<file path="src/rtl/fetch_ctrl.sv">
// Instruction-fetch sequencer: owns the PC, issues one outstanding imem request at a time,
// buffers responses in a 2-entry queue for decode, and flushes wrong-path work on redirect.
module fetch_ctrl #(
  parameter int               WIDTH    = 32,
  parameter logic [WIDTH-1:0] RESET_PC = '0
) (
  input  logic             clk,
  input  logic             rst,
  output logic             imem_req,
  output logic [WIDTH-1:0] imem_addr,
  input  logic             imem_gnt,
  input  logic             imem_rvalid,
  input  logic [31:0]      imem_rdata,
  input  logic             redirect,
  input  logic [WIDTH-1:0] redirect_pc,
  output logic             instr_valid,
  output logic [31:0]      instr,
  output logic [WIDTH-1:0] instr_pc,
  input  logic             instr_ready
);

  typedef enum logic [1:0] {IDLE, ISSUE, WAIT} state_t;

  state_t           state_q;
  logic [WIDTH-1:0] pc_q;
  logic [WIDTH-1:0] req_pc_q;
  logic             kill_q;
  logic [1:0]       count_q, count_d;
  logic             rd_ptr_q, wr_ptr_q;
  logic [WIDTH-1:0] q_pc_q   [2];
  logic [31:0]      q_data_q [2];

  logic             granted;
  logic             push;
  logic             pop;
  logic [WIDTH-1:0] target_pc;

  assign target_pc   = {redirect_pc[WIDTH-1:2], 2'b00};
  assign imem_req    = (state_q == ISSUE) && (count_q < 2'd2);
  assign imem_addr   = pc_q;
  assign instr_valid = (count_q != 2'd0);
  assign instr       = q_data_q[rd_ptr_q];
  assign instr_pc    = q_pc_q[rd_ptr_q];

  assign granted = imem_req && imem_gnt;
  // A killed response, or one arriving alongside a redirect, is wrong-path and never enters the queue.
  assign push    = (state_q == WAIT) && imem_rvalid && !kill_q && !redirect;
  assign pop     = instr_valid && instr_ready;

  always_comb begin
    count_d = count_q;
    if (redirect) begin
      count_d = 2'd0;
    end else begin
      count_d = count_q + {1'b0, push} - {1'b0, pop};
    end
  end

  always_ff @(posedge clk or posedge rst) begin
    if (rst) begin
      state_q  <= IDLE;
      pc_q     <= RESET_PC;
      req_pc_q <= RESET_PC;
      kill_q   <= 1'b0;
      count_q  <= 2'd0;
      rd_ptr_q <= 1'b0;
      wr_ptr_q <= 1'b0;
      for (int i = 0; i < 2; i++) begin
        q_pc_q[i]   <= '0;
        q_data_q[i] <= '0;
      end
    end else begin
      case (state_q)
        IDLE: state_q <= ISSUE;
        ISSUE: begin
          if (granted) begin
            req_pc_q <= pc_q;
            pc_q     <= pc_q + WIDTH'(4);
            state_q  <= WAIT;
            if (redirect) kill_q <= 1'b1;
          end
        end
        WAIT: begin
          if (imem_rvalid) begin
            kill_q  <= 1'b0;
            state_q <= ISSUE;
          end else if (redirect) begin
            kill_q <= 1'b1;
          end
        end
        default: state_q <= IDLE;
      endcase

      // Redirect target overrides the sequential increment.
      if (redirect) pc_q <= target_pc;

      count_q <= count_d;
      if (redirect) begin
        rd_ptr_q <= 1'b0;
        wr_ptr_q <= 1'b0;
      end else begin
        if (push) begin
          q_pc_q[wr_ptr_q]   <= req_pc_q;
          q_data_q[wr_ptr_q] <= imem_rdata;
          wr_ptr_q           <= ~wr_ptr_q;
        end
        if (pop) rd_ptr_q <= ~rd_ptr_q;
      end
    end
  end

endmodule

</file>
<file path="config.mk">
export PLATFORM = sky130hd
export DESIGN_NAME = fetch_ctrl
export DESIGN_NICKNAME = d
export VERILOG_FILES = /design/src/rtl/fetch_ctrl.sv
export SDC_FILE = /design/constraint.sdc
export NUM_CORES = 1
export LEC_CHECK = 0
export ABC_AREA = 1
export CORE_ASPECT_RATIO = 1.5
export CORE_MARGIN = 2
export CORE_UTILIZATION = 30
export CTS_BUF_LIST = sky130_fd_sc_hd__clkbuf_4
export CTS_CLUSTER_SIZE = 24
export DETAILED_ROUTE_END_ITERATION = 16
export PLACE_DENSITY = 0.52
export SLEW_MARGIN = 15
export SYNTH_ARGS = -nofsm -noshare
export SYNTH_HDL_FRONTEND = slang
export SYNTH_SLANG_ARGS = --single-unit
</file>
<file path="constraint.sdc">
create_clock -name clk -period 9.6 [get_ports clk]
set_clock_uncertainty 0.05 [all_clocks]
set_input_delay 1.44 -clock clk [delete_from_list [all_inputs] [get_ports clk]]
set_output_delay 1.44 -clock clk [all_outputs]
set_load 0.05 [all_outputs]
</file>
==> flow_summary_export.csv, run 1 <==
group,metric,value,unit
global_routing,grt_overflow,0,
power_and_ir_drop,finalPower,0.00307,W
hold_path,hp-class,"reg2reg",
clock_network,post_cts_buffers,0,
detailed_routing,drt-pass1-iter-count,5,
worst_setup_path,r2r_slack,6.80,ns
hold_path,min-delay-start,"q_pc_q[9]",
finish,multi_input_area,3500,µm²
synth,synth_seq_cells,191,
run,max_cap_violations,0,
worst_setup_path,path_max_fanout,63,
clock_network,clkTransAtPathRegs,0.16,ns
synth,yosysSeqAreaShare,52.6,%
detailed_routing,final_antenna_net_count,0,
sta,finalMaxSlewViolations,0,
sta,tightestPinTransition,1.02,ns
place,dp.final_hpwl,15700,µm
power_and_ir_drop,peakVddDrop,112,µV
detailed_routing,dr_total_vias,7479,
worst_setup_path,critPathLaunch,"rd_ptr_q",
detailed_routing,topRoutingLayerUsed,"met4",
finish,fin_nets,1364,
clock_network,cts_root_buffer,"clkbuf_4",
worst_setup_path,path_class,"reg2out",
synth,yosys.area_share.simple,26.1,%
detailed_routing,drt-initial-drc-count,355,
global_routing,grt_usage,15.2,%
finish,post-route-util,37.3,%
detailed_routing,via_per_inst,4.38,
synth,synth-xor-area-share,0.675,%
worst_setup_path,start_kind,"flop",
floorplanning,io_pins,168,
finish,drive_above_1_share,4.98,%
synth,syn-cell-area,9080,µm²
global_routing,grt_pass1_wl,38400,µm
clock_network,cts_sinks,191,
finish,nFillCells,3292,
sta,fin_crit,4.98,ns
worst_setup_path,reg2reg_from,"count_q[1]",
sta,max_freq,0.201,GHz
sta,slew_headroom,32.0,%
clock_network,holdBufCountCts,0,
power_and_ir_drop,p_per_area,274,nW/µm²
synth,synth_fa_ha_area_share,0.413,%
finish,seqCellArea,4780,µm²
sta,setup_viol,0,
global_routing,grt_max_degree,144,
global_routing,first_global_vias,7231,
clock_network,max-clock-path-buffers,2,
detailed_routing,routedLengthMet1,10500,µm
floorplanning,fp.dieW,146,µm
synth,synth_top_family_by_area,"simple AND/OR/NAND/NOR gates",
synth,syn_avg_cell_area,7.82,µm²
sta,fin_setup_tns,0,ns
detailed_routing,wire_per_inst,13.8,µm
sta,period_share,51.9,%
detailed_routing,drt-total-wl,23600,µm
outcome,status,"completed",
floorplanning,initial_core_util,30.2,%
detailed_routing,wl_met3,880,µm
power_and_ir_drop,power_leakage,5.33,nW
floorplanning,coreArea,30100,µm²
clock_network,tritoncts,"done",
global_routing,antenna_found_initial,2,
worst_setup_path,crit_arrival,3.49,ns
finish,area_growth,23.5,%
floorplanning,fp-row-count,78,
floorplanning,die_area,31700,µm²
synth,synth-compound-area-share,11.1,%
place,port_buffers,161,
clock_network,cts_inserted_buffers,17,
floorplanning,die_h,217,µm
synth,synth_cells,1161,
worst_setup_path,crit_required,8.11,ns
synth,synth_cell_type_count,31,
clock_network,cts_max_level,4,
synth,synth_mux_area_share,0,%
synth,yosys_warnings,0,
sta,finalHoldViolCount,0,
worst_setup_path,crit_path_end_kind,"output port",
clock_network,postCtsResizedCells,0,
clock_network,clk_latency,0.60,ns
place,gp_congestion,0.857,
detailed_routing,wl_met2,11800,µm
sta,rsz0062_at_grt,"false",
detailed_routing,drc,0,
[cell type report]
class,count,share of cell area (%)
sequential,191,42.6
antenna,2,0.0446
multi-input combinational,787,31.2
tap,400,4.46
clock inverter,14,1.38
clock buffer,18,1.20
timing repair buffer,167,14.8
inverter,127,4.32
[cell usage after synthesis]
| cell type | instances | area, µm² |
|---|---|---|
| buf_6 | 13 | 146 |
| nor2_1 | 33 | 124 |
| o21ai_0 | 116 | 581 |
| nand2_2 | 5 | 31.3 |
| nand3_1 | 56 | 280 |
| buf_4 | 4 | 30.0 |
| buf_2 | 6 | 30.0 |
| ha_1 | 3 | 37.5 |
| nand2_1 | 465 | 1750 |
| inv_2 | 3 | 11.3 |
| o21ai_2 | 3 | 26.3 |
| clkbuf_1 | 36 | 135 |
| xnor2_1 | 2 | 17.5 |
| or2_2 | 1 | 6.26 |
| a21oi_1 | 3 | 15.0 |
| xor2_1 | 5 | 43.8 |
| nor3_1 | 1 | 5.00 |
| nand3_4 | 1 | 17.5 |
| o21bai_1 | 4 | 30.0 |
| o21a_1 | 1 | 7.51 |
| nand3_2 | 1 | 10.0 |
| nand2_4 | 1 | 11.3 |
| o211ai_1 | 3 | 22.5 |
| nand4_4 | 1 | 21.3 |
| and2_1 | 1 | 6.26 |
| conb_1 | 1 | 3.75 |
| o21ai_1 | 66 | 330 |
| nor2_4 | 8 | 90.1 |
| inv_1 | 124 | 465 |
| dfrtp_1 | 191 | 4780 |
| nor2_2 | 3 | 18.8 |
[state kept, by name, summed over array words and instances, names as in the netlist]
name / count
q_pc_q: 60
req_pc_q: 30
kill_q: 1
wr_ptr_q: 1
rd_ptr_q: 1
state_q: 2
count_q: 2
imem_addr: 30
q_data_q: 64
[power breakdown]
| part | switching [W] | internal [W] |
|---|---|---|
| logic | 0.000990 | 0.000460 |
| registers | 0.000149 | 0.00102 |
| clock network | 0.000295 | 0.000162 |
| total | 0.00143 | 0.00164 |
[worst max-delay path, cell delays in order, from the launching register on]
cell             delay [ns]
dfrtp_2                0.42
buf_4                  0.37
inv_2                  0.46
buf_4                  0.55
nand2_1                0.09
nand2_1                0.14
clkdlybuf4s50_1        0.82
[cells by family after synthesis]
family | count (synthesis)
AOI/OAI and AO/OA | 196
xor gates and xnor gates | 7
other | 1
buffers and inverters | 186
and+or+nand+nor | 577
adders and majority gates | 3
DFF | 191
[layout by cell type (no fill, tap or decap), types with 8 or more instances in the layout]
master	netlist	layout
inv_1	124	123
nor2_1	33	33
nor2_4	8	8
clkbuf_4	0	18
o21ai_0	116	116
nand2_1	465	465
dfrtp_1	191	190
clkdlybuf4s50_1	0	161
o21ai_1	66	66
nand3_1	56	56
[per-layer routing]
layer	track usage [%]	vias to the layer above
li1	-	3866
met1	19.5	3447
met2	26.4	146
met3	2.66	20
met4	4.76	0
met5	0	-
[path summary, 6_finish.rpt]
check | end | depth (start not counted)
setup / recovery | instr_pc[10] | 6
hold reg to reg | q_pc_q[9] | 2
setup reg to reg | imem_addr[10] | 5
hold / removal | q_pc_q[9] | 2
max in group asynchronous | rd_ptr_q | 3
min in group asynchronous | q_data_q[4] | 2
[through the flow]
step | std cells | area, µm² | hold WS [ns] | setup slack, ns
final | 1706 | 11200 | 0.451 | 4.62
after global routing | 1706 | 11200 | 0.477 | 4.32
after CTS | 1704 | 11200 | 0.455 | 4.44
after detailed placement | 1672 | 10900 | 0.419 | 5.18
after global placement | 1672 | 10900 | 0.415 | 5.17
after floorplan | 1164 | 9090 | 0.403 | 2.91
Power figures use the tool's default switching activity.
==> run 2, diff against run 1 <==
--- a/config.mk
+++ b/config.mk
@@ -12,7 +12,7 @@
 export CTS_BUF_LIST = sky130_fd_sc_hd__clkbuf_4
 export CTS_CLUSTER_SIZE = 24
 export DETAILED_ROUTE_END_ITERATION = 16
-export PLACE_DENSITY = 0.52
+export PLACE_DENSITY = 0.54
 export SLEW_MARGIN = 15
 export SYNTH_ARGS = -nofsm -noshare
 export SYNTH_HDL_FRONTEND = slang
==> constraint.sdc (replaced) <==
create_clock -name clk -period 3.99 [get_ports clk]
set_clock_uncertainty 0.05 [all_clocks]
set_input_delay 0.5985 -clock clk [delete_from_list [all_inputs] [get_ports clk]]
set_output_delay 0.5985 -clock clk [all_outputs]
set_load 0.05 [all_outputs]
==> run 2 against run 1 <==
  * Clock-buffer cell count did not move
  * Cell count increased by 0.18%
  * Sequential cell count is the same
  * Core utilization is 0.30 points higher
  * First-iteration DRC count is 12% lower
  * Setup slack worse by 4.0 ns
  * Global-route usage is 0.13 points higher
  * Sequential share of layout area is 0.34 points lower
  * Design area grew 0.81%
  * Critical path depth is 1 lower
  * Sequential power is 140% higher
  * Combinational power up 140%
==> flow_summary_export.csv, run 2 (synthesized netlist as in run 1, its figures left out) <==
group,metric,value,unit
outcome,status,"completed",
detailed_routing,wire_per_inst,13.8,µm
power_and_ir_drop,p_per_area,655,nW/µm²
floorplanning,io_pins,168,
clock_network,cts_max_level,4,
sta,setup_viol,0,
run,max_cap_violations,0,
floorplanning,coreArea,30100,µm²
clock_network,postCtsResizedCells,0,
floorplanning,die_area,31700,µm²
finish,post-route-util,37.6,%
detailed_routing,final_antenna_net_count,0,
worst_setup_path,ff2ff_path_depth,7,
sta,tightestPinTransition,0.857,ns
floorplanning,fp-row-count,78,
worst_setup_path,path_class,"reg2out",
place,dpl_cell_area,11000,µm²
sta,finalHoldViolCount,0,
detailed_routing,drc,0,
finish,area_growth,24.5,%
finish,instances_no_fill,1709,
global_routing,grt_pass1_wl,39100,µm
finish,post-route-cell-area,11300,µm²
clock_network,tritoncts,"done",
power_and_ir_drop,finalPower,0.00740,W
place,dp_cells,1677,
sta,fin_crit,3.39,ns
worst_setup_path,crit_chain,"inv_2, buf_12, nand2_1, nand2_1, clkdlybuf4s50_1",
global_routing,antenna_found_initial,1,
finish,top_register,"q_data_q",
sta,rsz0062_at_grt,"false",
detailed_routing,drt-pass1-iter-count,4,
global_routing,grt_usage,15.4,%
worst_setup_path,crit_path_end_kind,"output port",
sta,slew_headroom,42.8,%
place,port_buffers,161,
finish,largest_reg_flops,64,
worst_setup_path,crit_arrival,2.74,ns
sta,period_share,84.9,%
global_routing,grt_max_degree,87,
worst_setup_path,start_kind,"flop",
floorplanning,fp.dieW,146,µm
clock_network,cts_inserted_buffers,17,
global_routing,grt_overflow,0,
clock_network,clkTransAtPathRegs,0.16,ns
clock_network,clk_latency,0.59,ns
clock_network,holdBufCountCts,0,
worst_setup_path,critPathMostFrequentCell,"nand2_1",
sta,finalMaxSlewViolations,0,
sta,fin_setup_tns,0,ns
sta,max_freq,0.295,GHz
clock_network,cts_sinks,191,
place,gp_congestion,0.863,
worst_setup_path,path_max_fanout,40,
global_routing,first_global_vias,7468,
clock_network,post_cts_buffers,0,
floorplanning,die_h,217,µm
detailed_routing,drt-total-wl,23500,µm
place,dp.final_hpwl,16300,µm
worst_setup_path,crit_required,3.34,ns
finish,top_regs,"q_data_q: 64 flops, q_pc_q: 60 flops",
detailed_routing,dr_total_vias,7485,
finish,drive_above_1_share,5.43,%
worst_setup_path,critPathMaxStageDelay,0.82,ns
detailed_routing,via_per_inst,4.38,
finish,final_common_cell,"nand2_1",
finish,mostFrequentLayoutCells,"nand2_1, dfrtp_1, clkdlybuf4s50_1",
power_and_ir_drop,power_leakage,5.38,nW
finish,fin_nets,1369,
power_and_ir_drop,peakVddDrop,245,µV
floorplanning,initial_core_util,30.2,%
clock_network,cts_root_buffer,"clkbuf_4",
clock_network,max-clock-path-buffers,2,
detailed_routing,drt-initial-drc-count,314,
hold_path,hp-class,"in2async",
worst_setup_path,critPathSlowestCell,"clkdlybuf4s50_1",
==> run 2: final cells by class <==
type | instances | area, µm²
multi-input combinational | 787 | 3500
clock inverter | 13 | 153
fill | 3275 | 18800
tap | 400 | 500
sequential | 191 | 4780
timing repair buffer | 172 | 1760
clock buffer | 18 | 135
inverter | 127 | 480
antenna | 1 | 2.50
==> run 2: final timing paths <==
| path | end | slack [ns] | start |
|---|---|---|---|
| max in group asynchronous | imem_addr[3] | 2.54 | rst |
| max | instr_pc[20] | 0.60 | rd_ptr_q |
| min in group clk | q_pc_q[15] | 0.45 | q_pc_q[15] |
| min reg2reg | q_pc_q[15] | 0.45 | q_pc_q[15] |
| min | imem_addr[31] | 0.37 | rst |
| max reg2reg | q_pc_q[55] | 1.98 | state_q[0] |
==> run 2: through the flow <==
step / setup slack [ns] / hold WS, ns
floorplan: 0.879 / 0.403
global placement: 1.19 / 0.415
detailed placement: 1.20 / 0.421
CTS: 0.470 / 0.310
global route: 0.413 / 0.338
finish: 0.604 / 0.369
==> run 2: power by group <==
part	total, W	internal (W)	switching (W)
combinational	0.00350	0.00112	0.00238
clock	0.00109	0.000390	0.000700
sequential	0.00281	0.00245	0.000364
total	0.00740	0.00396	0.00345
==> run 2: critical path, delay by kind of cell, from the launching register on <==
kind	cells	cell delay, ns
buffers and inverters	3	1.50
and+or+nand+nor	2	0.20
DFF	1	0.44
==> run 2: routing by layer <==
layer | GRT usage (%) | share of wire [%] | up-vias
li1 | - | - | 3883
met1 | 19.2 | 44 | 3451
met2 | 27.2 | 51 | 133
met3 | 2.56 | 2.9 | 18
met4 | 4.72 | 1.4 | 0
met5 | 0 | 0 | -
